--- src/rtl/multi_chan_gated_counter_pkg.sv ---
// -----------------------------------------------------------------------------
// multi_chan_gated_counter_pkg
// Shared types and helpers for the multi-channel clock-gated counter.
//   chan_state_e     : per-channel idle FSM state (ACTIVE / GATED)
//   MODE_WRAP/SAT    : overflow mode selectors for the SAT parameter
//   idle_cnt_width() : width of the per-channel idle counter
// -----------------------------------------------------------------------------
package multi_chan_gated_counter_pkg;

    localparam int unsigned MODE_WRAP = 0;
    localparam int unsigned MODE_SAT  = 1;

    typedef enum logic {
        ACTIVE = 1'b0,
        GATED  = 1'b1
    } chan_state_e;

    // Idle counter must hold values 0..IDLE_CYC.
    function automatic int unsigned idle_cnt_width(input int unsigned idle_cyc);
        return (idle_cyc < 1) ? 1 : $clog2(idle_cyc + 1);
    endfunction

endpackage

--- src/rtl/gated_counter_chan.sv ---
// -----------------------------------------------------------------------------
// gated_counter_chan
// One channel: accumulating counter (wrap or saturate), terminal-count pulse,
// and idle detector driving a clock-gate enable.
// Ports:
//   clk, rst     : clock, asynchronous active-high reset
//   increase_i   : per-cycle increment
//   clr_i        : synchronous clear (wins over increase_i)
//   count_o      : registered count
//   tc_o         : registered one-cycle terminal-count pulse
//   gate_en_o    : clock-gate enable (combinational on act)
//   active_o     : registered state is ACTIVE
// -----------------------------------------------------------------------------
module gated_counter_chan
    import multi_chan_gated_counter_pkg::*;
#(
    parameter int unsigned CW       = 8,
    parameter int unsigned IW       = 3,
    parameter int unsigned IDLE_CYC = 4,
    parameter int unsigned SAT      = MODE_WRAP
) (
    input  logic          clk,
    input  logic          rst,
    input  logic [IW-1:0] increase_i,
    input  logic          clr_i,
    output logic [CW-1:0] count_o,
    output logic          tc_o,
    output logic          gate_en_o,
    output logic          active_o
);

    localparam int unsigned   ICW       = idle_cnt_width(IDLE_CYC);
    localparam int unsigned   SW        = CW + 1;
    localparam logic [CW-1:0] CNT_MAX   = '1;
    localparam logic [ICW-1:0] IDLE_LAST = ICW'(IDLE_CYC - 1);

    logic           act;
    logic [CW:0]    sum;
    logic [CW-1:0]  count_q, count_d;
    logic           tc_q, tc_d;
    chan_state_e    state_q;
    logic [ICW-1:0] idle_q;

    assign act = (increase_i != '0) | clr_i;
    assign sum = {1'b0, count_q} + SW'(increase_i);

    // Next count / terminal-count decode
    always_comb begin
        count_d = count_q;
        tc_d    = 1'b0;
        if (clr_i) begin
            count_d = '0;
        end else if (increase_i != '0) begin
            if (SAT == MODE_SAT) begin
                if (sum[CW] || (sum[CW-1:0] == CNT_MAX)) begin
                    count_d = CNT_MAX;
                    // pulse only on the edge into max, not while pinned there
                    tc_d    = (count_q != CNT_MAX);
                end else begin
                    count_d = sum[CW-1:0];
                end
            end else begin
                count_d = sum[CW-1:0];
                tc_d    = sum[CW];
            end
        end
    end

    // Count register loads only on act (gated clock domain); tc clears every cycle
    always_ff @(posedge clk or posedge rst) begin
        if (rst) begin
            count_q <= '0;
            tc_q    <= 1'b0;
        end else begin
            tc_q <= tc_d;
            if (act) begin
                count_q <= count_d;
            end
        end
    end

    // Idle FSM: gate after IDLE_CYC consecutive idle cycles
    always_ff @(posedge clk or posedge rst) begin
        if (rst) begin
            state_q <= ACTIVE;
            idle_q  <= '0;
        end else begin
            case (state_q)
                ACTIVE: begin
                    if (act) begin
                        idle_q <= '0;
                    end else begin
                        idle_q <= idle_q + ICW'(1);
                        if (idle_q == IDLE_LAST) begin
                            state_q <= GATED;
                        end
                    end
                end
                GATED: begin
                    if (act) begin
                        state_q <= ACTIVE;
                        idle_q  <= '0;
                    end
                end
                default: begin
                    state_q <= ACTIVE;
                    idle_q  <= '0;
                end
            endcase
        end
    end

    assign count_o   = count_q;
    assign tc_o      = tc_q;
    // act bypass keeps the waking increment from being lost
    assign gate_en_o = (state_q != GATED) | act;
    assign active_o  = (state_q == ACTIVE);

endmodule

--- src/rtl/multi_chan_gated_counter.sv ---
// -----------------------------------------------------------------------------
// multi_chan_gated_counter
// CH independent clock-gated counters; slices buses and reduces busy.
// Ports:
//   clk, rst    : clock, asynchronous active-high reset
//   increase_i  : CH*IW, channel i at [i*IW +: IW]
//   clr_i       : CH per-channel synchronous clear
//   count_o     : CH*CW, channel i at [i*CW +: CW]
//   tc_o        : CH one-cycle terminal-count pulses
//   gate_en_o   : CH per-channel clock-gate enables
//   busy_o      : any channel in ACTIVE state
// -----------------------------------------------------------------------------
module multi_chan_gated_counter
    import multi_chan_gated_counter_pkg::*;
#(
    parameter int unsigned CH       = 4,
    parameter int unsigned CW       = 8,
    parameter int unsigned IW       = 3,
    parameter int unsigned IDLE_CYC = 4,
    parameter int unsigned SAT      = MODE_WRAP
) (
    input  logic             clk,
    input  logic             rst,
    input  logic [CH*IW-1:0] increase_i,
    input  logic [CH-1:0]    clr_i,
    output logic [CH*CW-1:0] count_o,
    output logic [CH-1:0]    tc_o,
    output logic [CH-1:0]    gate_en_o,
    output logic             busy_o
);

    if ((IDLE_CYC < 1) || (IW > CW)) begin : gen_param_err
        $error("multi_chan_gated_counter: need IDLE_CYC >= 1 and IW <= CW");
    end

    logic [CH-1:0] active;

    for (genvar i = 0; i < CH; i++) begin : gen_ch
        gated_counter_chan #(
            .CW       (CW),
            .IW       (IW),
            .IDLE_CYC (IDLE_CYC),
            .SAT      (SAT)
        ) u_chan (
            .clk        (clk),
            .rst        (rst),
            .increase_i (increase_i[i*IW +: IW]),
            .clr_i      (clr_i[i]),
            .count_o    (count_o[i*CW +: CW]),
            .tc_o       (tc_o[i]),
            .gate_en_o  (gate_en_o[i]),
            .active_o   (active[i])
        );
    end

    assign busy_o = |active;

endmodule
--- config.mk ---
export PLATFORM = sky130hd
export DESIGN_NAME = multi_chan_gated_counter
export DESIGN_NICKNAME = d
export VERILOG_FILES = /design/src/rtl/multi_chan_gated_counter_pkg.sv /design/src/rtl/gated_counter_chan.sv /design/src/rtl/multi_chan_gated_counter.sv
export SDC_FILE = /design/constraint.sdc
export NUM_CORES = 1
export LEC_CHECK = 0
export BUFFER_PORTS_ARGS = -buffer_cell sky130_fd_sc_hd__clkbuf_2
export CAP_MARGIN = 25
export CORE_UTILIZATION = 59
export DETAILED_ROUTE_END_ITERATION = 7
export GPL_TIMING_DRIVEN = 0
export PLACE_DENSITY = 0.89
export SYNTH_ARGS = -nofsm -noshare
export SYNTH_HDL_FRONTEND = slang
export SYNTH_SLANG_ARGS = --single-unit
--- constraint.sdc ---
create_clock -name clk -period 3.9 [get_ports clk]
set_input_delay 0.78 -clock clk [delete_from_list [all_inputs] [get_ports clk]]
set_output_delay 0.78 -clock clk [all_outputs]
set_load 0.01 [all_outputs]
=== After elaboration in Yosys (flattened, before gate mapping) ===
Cells that the tools add are included.

* Register bits after elaboration: 52

* Add/subtract/negate cells: 8
* Eq/ne operators: 8
* Muxes and demuxes: 44
* Bitwise logic cells: 12
* Reduce and logical (&&, ||, !) cells: 13

{| class="wikitable"
|+ Operators by type and width
! kind !! number
|-
| 8-bit two-way mux || 8
|-
| 8-bit by 3-bit adder with 9-bit output || 4
|-
| 3-bit two-way mux || 8
|-
| 3-bit one-hot mux with 2 select lines || 4
|-
| 1-bit two-way mux || 20
|-
| 3-bit by 1-bit adder with 3-bit output (second input constant) || 4
|-
| 3-bit by 2-bit == test with 1-bit output (second input constant) || 4
|-
| 3-bit nonzero test || 4
|-
| 2-bit by 1-bit inequality test with 1-bit output (second input constant) || 4
|-
| 1-bit bitwise OR || 8
|-
| 1-bit one-hot mux with 2 select lines || 4
|-
| 2-bit AND reduction || 4
|-
| 2-bit nonzero test || 4
|-
| 1-bit inverter || 4
|-
| 4-bit OR reduction || 1
|}

=== Logic depth before layout (Yosys ltp) ===
* Depth after elaboration: 4
* Depth in mapped cells: 6

=== Modules after synthesis ===
A second synthesis with hierarchy kept.

* Cells, all modules: 277
* Area total of the unflattened synthesis: 2870.3 µm²

{| class="wikitable"
|+ Modules (own cells, without submodules)
! module !! times used !! cells an instance !! area an instance (µm²)
|-
| gated_counter_chan || 4 || 69 || 715.7
|-
| multi_chan_gated_counter || 1 || 1 || 7.5
|}

=== Worst setup path after synthesis ===
Ideal clock, no wire load.

* Path type: input port to output port
* From: input port increase_i[0]
* To: output port gate_en_o[0]
* Arrival time: 1.644 ns
* Required time: 3.120 ns
* Setup slack: 1.476 ns
* Cell stages on the path: 5
* Path buffers: 2
* Path through: or3_1 buf_2 nor2_1 nand2_1 buf_4

* Word-level cells in the longest chain between the ends: 3

{| class="wikitable"
|+ Ends and longest elaborated chain
! item !! line !! text
|-
| from (decl) || multi_chan_gated_counter.sv:24 || <nowiki>input logic [CH*IW-1:0] increase_i,</nowiki>
|-
| 3-bit nonzero test || gated_counter_chan.sv:44 || <nowiki>assign act = (increase_i != '0) | clr_i;</nowiki>
|-
| 1-bit bitwise OR || gated_counter_chan.sv:44 ||
|-
| 1-bit bitwise OR || gated_counter_chan.sv:116 || <nowiki>assign gate_en_o = (state_q != GATED) | act;</nowiki>
|-
| to (decl) || multi_chan_gated_counter.sv:28 || <nowiki>output logic [CH-1:0] gate_en_o,</nowiki>
|}

No other way between the ends.

=== Worst setup path after layout ===
Ends and elaborated chain as after synthesis.

==> impl_summary.log <==
[metrics] core area: 0.00447 sq mm
[metrics] post-synth design cell area: 0.00282 sq mm
[metrics] Layout Skew: 0.00539 ns
[metrics] run status: finished with violations
[metrics] leak pwr: 1.59 nW
[metrics] number of placed instances, taps included: 394
[metrics] Seq cells post-synth: 52
[metrics] most used cell along the critical path: sky130_fd_sc_hd__clkbuf_2
[metrics] part of the Yosys area used for sequential elements: 0.462
[metrics] wire length on met2: 2560 um
[metrics] top-level I/O count: 59
[metrics] startpoint type of the worst setup path: primary input
[metrics] Post-Layout Cell Count: 401
[metrics] count of max-cap constraint violations: 0
[metrics] number of antenna violations at the first check in global routing: 0
[metrics] ordered list of cells on the worst path: clkbuf_2 > or3_1 > buf_2 > nor2_1 > nand2_1 > buf_4 > clkbuf_2
[metrics] Die H: 71.1 um
[metrics] average wire length per cell after detail routing: 13.0 um
[metrics] critical path type: primary input to output pin
[metrics] via count of the first global-routing pass: 2014
[metrics] number of enable-type register cells in the synthesized netlist: 0
[metrics] Detailed Route WL: 5210 um
[metrics] critical path fanouts, max: 10
[metrics] power per cell area: 354 mW/mm^2
[metrics] final setup violation count: 0
[metrics] number of H-tree levels: 2
[metrics] TritonRoute pass-1 iters: 8
[metrics] number of nets produced by synthesis: 325
[metrics] number of buffers inserted for hold repair after clock tree synthesis: 0
[metrics] area delta synth->final: 16.8%
[metrics] CTS tree: built
[metrics] DRT iter0 DRCs: 109
[metrics] headroom to the max-slew limit: 0.609
[metrics] grt total ovfl: 0
[metrics] Layout Utilization: 0.735
[metrics] pin count of the biggest net entering global routing: 38
[metrics] post-route fraction of the period consumed by the critical path: 0.699
[metrics] starting density of the core: 0.629
[metrics] sinks on the clock net: 52
[metrics] first-pass GRT wire length: 9050 um
[metrics] number of buffers created by CTS: 5
[metrics] Hold WS: 0.414 ns
[metrics] die footprint: 0.00505 sq mm
[metrics] top layer reached by signal wires: met4
[metrics] largest cells by area after synthesis: sky130_fd_sc_hd__dfrtp_1 (46%), sky130_fd_sc_hd__ha_1 (8.9%), sky130_fd_sc_hd__nor2_1 (6.4%), sky130_fd_sc_hd__xnor2_1 (5.9%), sky130_fd_sc_hd__a21oi_1 (4.1%)
[metrics] nature of the critical path endpoint: output pin
[metrics] sum of routed wire segments on met1: 2430 um
[metrics] most common cell after layout, fill and taps aside: sky130_fd_sc_hd__clkbuf_2
[metrics] latest clock arrival within the worst-skew pair: 0.30 ns
[metrics] proportion of synthesized flip-flops having asynchronous set or reset: 1.00
[metrics] number of gates resized after cts: 0
[metrics] max-slew violation count: 0
[metrics] total routing resource utilization after global routing: 0.227
[metrics] chip width: 71.1 um
[metrics] Main synth FF type: sky130_fd_sc_hd__dfrtp_1
[metrics] violated checks: design-rule violations
[metrics] setup tns final: 0 ns
[metrics] count of filler cells inserted in the layout: 340
[metrics] number of vias per cell: 5.38
[metrics] unrepaired setup endpoints after global routing: no
[metrics] Final Hold Viols: 0
[metrics] Setup Buffers After CTS: 0
[metrics] required time reported for the critical path endpoint: 3.12 ns
[metrics] Hold WC Path Type: primary input to async pin
[metrics] net total in the final layout: 391
[metrics] synth unique cells: 38
[metrics] cell accounting for the most synthesized area: sky130_fd_sc_hd__dfrtp_1
[metrics] Worst-path clk slew: 0.09 ns
[metrics] average cell area after synthesis: 9.95 sq um
[metrics] post-layout total power: 1.16 mW
[metrics] worst slew pin tran: 0.582 ns
[metrics] ant diodes: 0
[metrics] highest-count cells in the layout ignoring fill and taps: sky130_fd_sc_hd__clkbuf_2 (58), sky130_fd_sc_hd__dfrtp_1 (52), sky130_fd_sc_hd__nor2_1 (48)
[metrics] IR drop worst, VDD: 0.272 mV
[metrics] fraction of layout cells with a size suffix above 1: 0.246
[metrics] data arrival time of the critical path: 1.95 ns
[metrics] total of buffers placed on input and output ports: 58
[metrics] maximum buffer depth of the clock tree: 2
[metrics] Residual DRC: 5
[metrics] Mapped Cells: 283
[metrics] DP HPWL: 3910 um
[metrics] Root Buffer: sky130_fd_sc_hd__clkbuf_8
[metrics] f_max: 0.367 GHz
[metrics] top cell type's share of synthesized area: 0.462
[metrics] routability congestion estimate: 0.858
[metrics] Detail Route met3 WL: 161 um
[metrics] number of standard-cell rows in the floorplan: 24
[metrics] antenna violation net count after detailed routing: 0
[metrics] min Tclk post-route: 2.73 ns
[metrics] via count: 2159
[metrics] warnings from Yosys: 0
[metrics] Worst path max stage delay: 0.39 ns
[metrics] CP max stage cell: sky130_fd_sc_hd__or3_1
-- worst max-delay path, delay by kind of cell --
kind / cells / cell delay [ns]
buffers and inverters: 4 / 0.55
AND/OR/NAND/NOR: 3 / 0.60
-- through the flow --
stage	setup slack [ns]	cell area [sq um]
global placement	1.18	3170
finish	1.17	3290
floorplan	1.48	2820
detailed placement	1.19	3190
global route	1.11	3290
CTS	1.18	3290
-- cells by family after synthesis --
group                      count (synthesis)  synth area share
DFF                                       52             0.462
adders and majority gates                 24             0.117
and+or+nand+nor                          116             0.204
buffers and inverters                     24            0.0444
AOI/OAI and AO/OA                         39            0.0831
muxes                                      4            0.0142
xor gates and xnor gates                  24            0.0747
-- report_power, final --
group	internal [mW]	switching (mW)	total, mW
Clock	0.158	0.167	0.326
Combinational	0.102	0.130	0.233
Sequential	0.569	0.0358	0.605
-- final timing paths --
| kind | cells after the start | endpoint | slack (ns) | start |
|---|---|---|---|---|
| max reg2reg | 6 | gen_ch[2].u_chan.count_o[6]$_DFFE_PP0N_ | 2.12 | gen_ch[2].u_chan.count_o[0]$_DFFE_PP0N_ |
| min reg2reg | 2 | gen_ch[1].u_chan.idle_q[1]$_DFFE_PP0P_ | 0.54 | gen_ch[1].u_chan.idle_q[1]$_DFFE_PP0P_ |
| max in group asynchronous | 3 | gen_ch[0].u_chan.tc_o$_DFF_PP0_ | 2.98 | rst |
| min in group clk | 2 | gen_ch[1].u_chan.idle_q[1]$_DFFE_PP0P_ | 0.54 | gen_ch[1].u_chan.idle_q[1]$_DFFE_PP0P_ |
| max | 7 | gate_en_o[0] | 1.17 | increase_i[0] |
| min | 2 | gen_ch[2].u_chan.count_o[0]$_DFFE_PP0N_ | 0.41 | rst |
-- cells in the mapped netlist, types with 2 or more instances --
cell type and n:
sky130_fd_sc_hd__xnor2_1 19, sky130_fd_sc_hd__fa_1 4, sky130_fd_sc_hd__xor2_1 5, sky130_fd_sc_hd__buf_1 2
sky130_fd_sc_hd__nor2_1 48, sky130_fd_sc_hd__or3_1 4, sky130_fd_sc_hd__a21oi_1 23, sky130_fd_sc_hd__inv_1 7
sky130_fd_sc_hd__a31o_2 2, sky130_fd_sc_hd__a211oi_1 8, sky130_fd_sc_hd__dfrtp_1 52, sky130_fd_sc_hd__ha_1 20
sky130_fd_sc_hd__nor3_2 2, sky130_fd_sc_hd__nand3_1 7, sky130_fd_sc_hd__nor4b_1 4, sky130_fd_sc_hd__nor3b_1 3
sky130_fd_sc_hd__nand2b_1 6, sky130_fd_sc_hd__mux2i_1 4, sky130_fd_sc_hd__nand2_1 24, sky130_fd_sc_hd__nand4_1 2
sky130_fd_sc_hd__clkbuf_1 5, sky130_fd_sc_hd__nor3_1 8, sky130_fd_sc_hd__buf_4 9
-- flip-flops by register name, summed over array words and instances, names as in the netlist --
register               count
gen_ch.u_chan.count_o     32
gen_ch.u_chan.tc_o         4
gen_ch.u_chan.idle_q      12
gen_ch.u_chan.state_q      4
-- final cells by class --
cell class,instances,area [sq um],area share
buffer,17,98.8,0.0301
clock buffer,7,96.3,0.0293
inverter,7,26.3,0.00799
multi-input combinational,207,1390,0.423
sequential,52,1300,0.396
tap,52,65.1,0.0198
timing repair buffer,59,310,0.0944
-- per-layer routing --
| layer | track usage | vias up |
|---|---|---|
| met5 | 0 | - |
| met4 | 0.0600 | 0 |
| met3 | 0.0470 | 6 |
| met2 | 0.379 | 37 |
| met1 | 0.305 | 1027 |
| li1 | - | 1089 |
(Power assumes the default switching activity.)
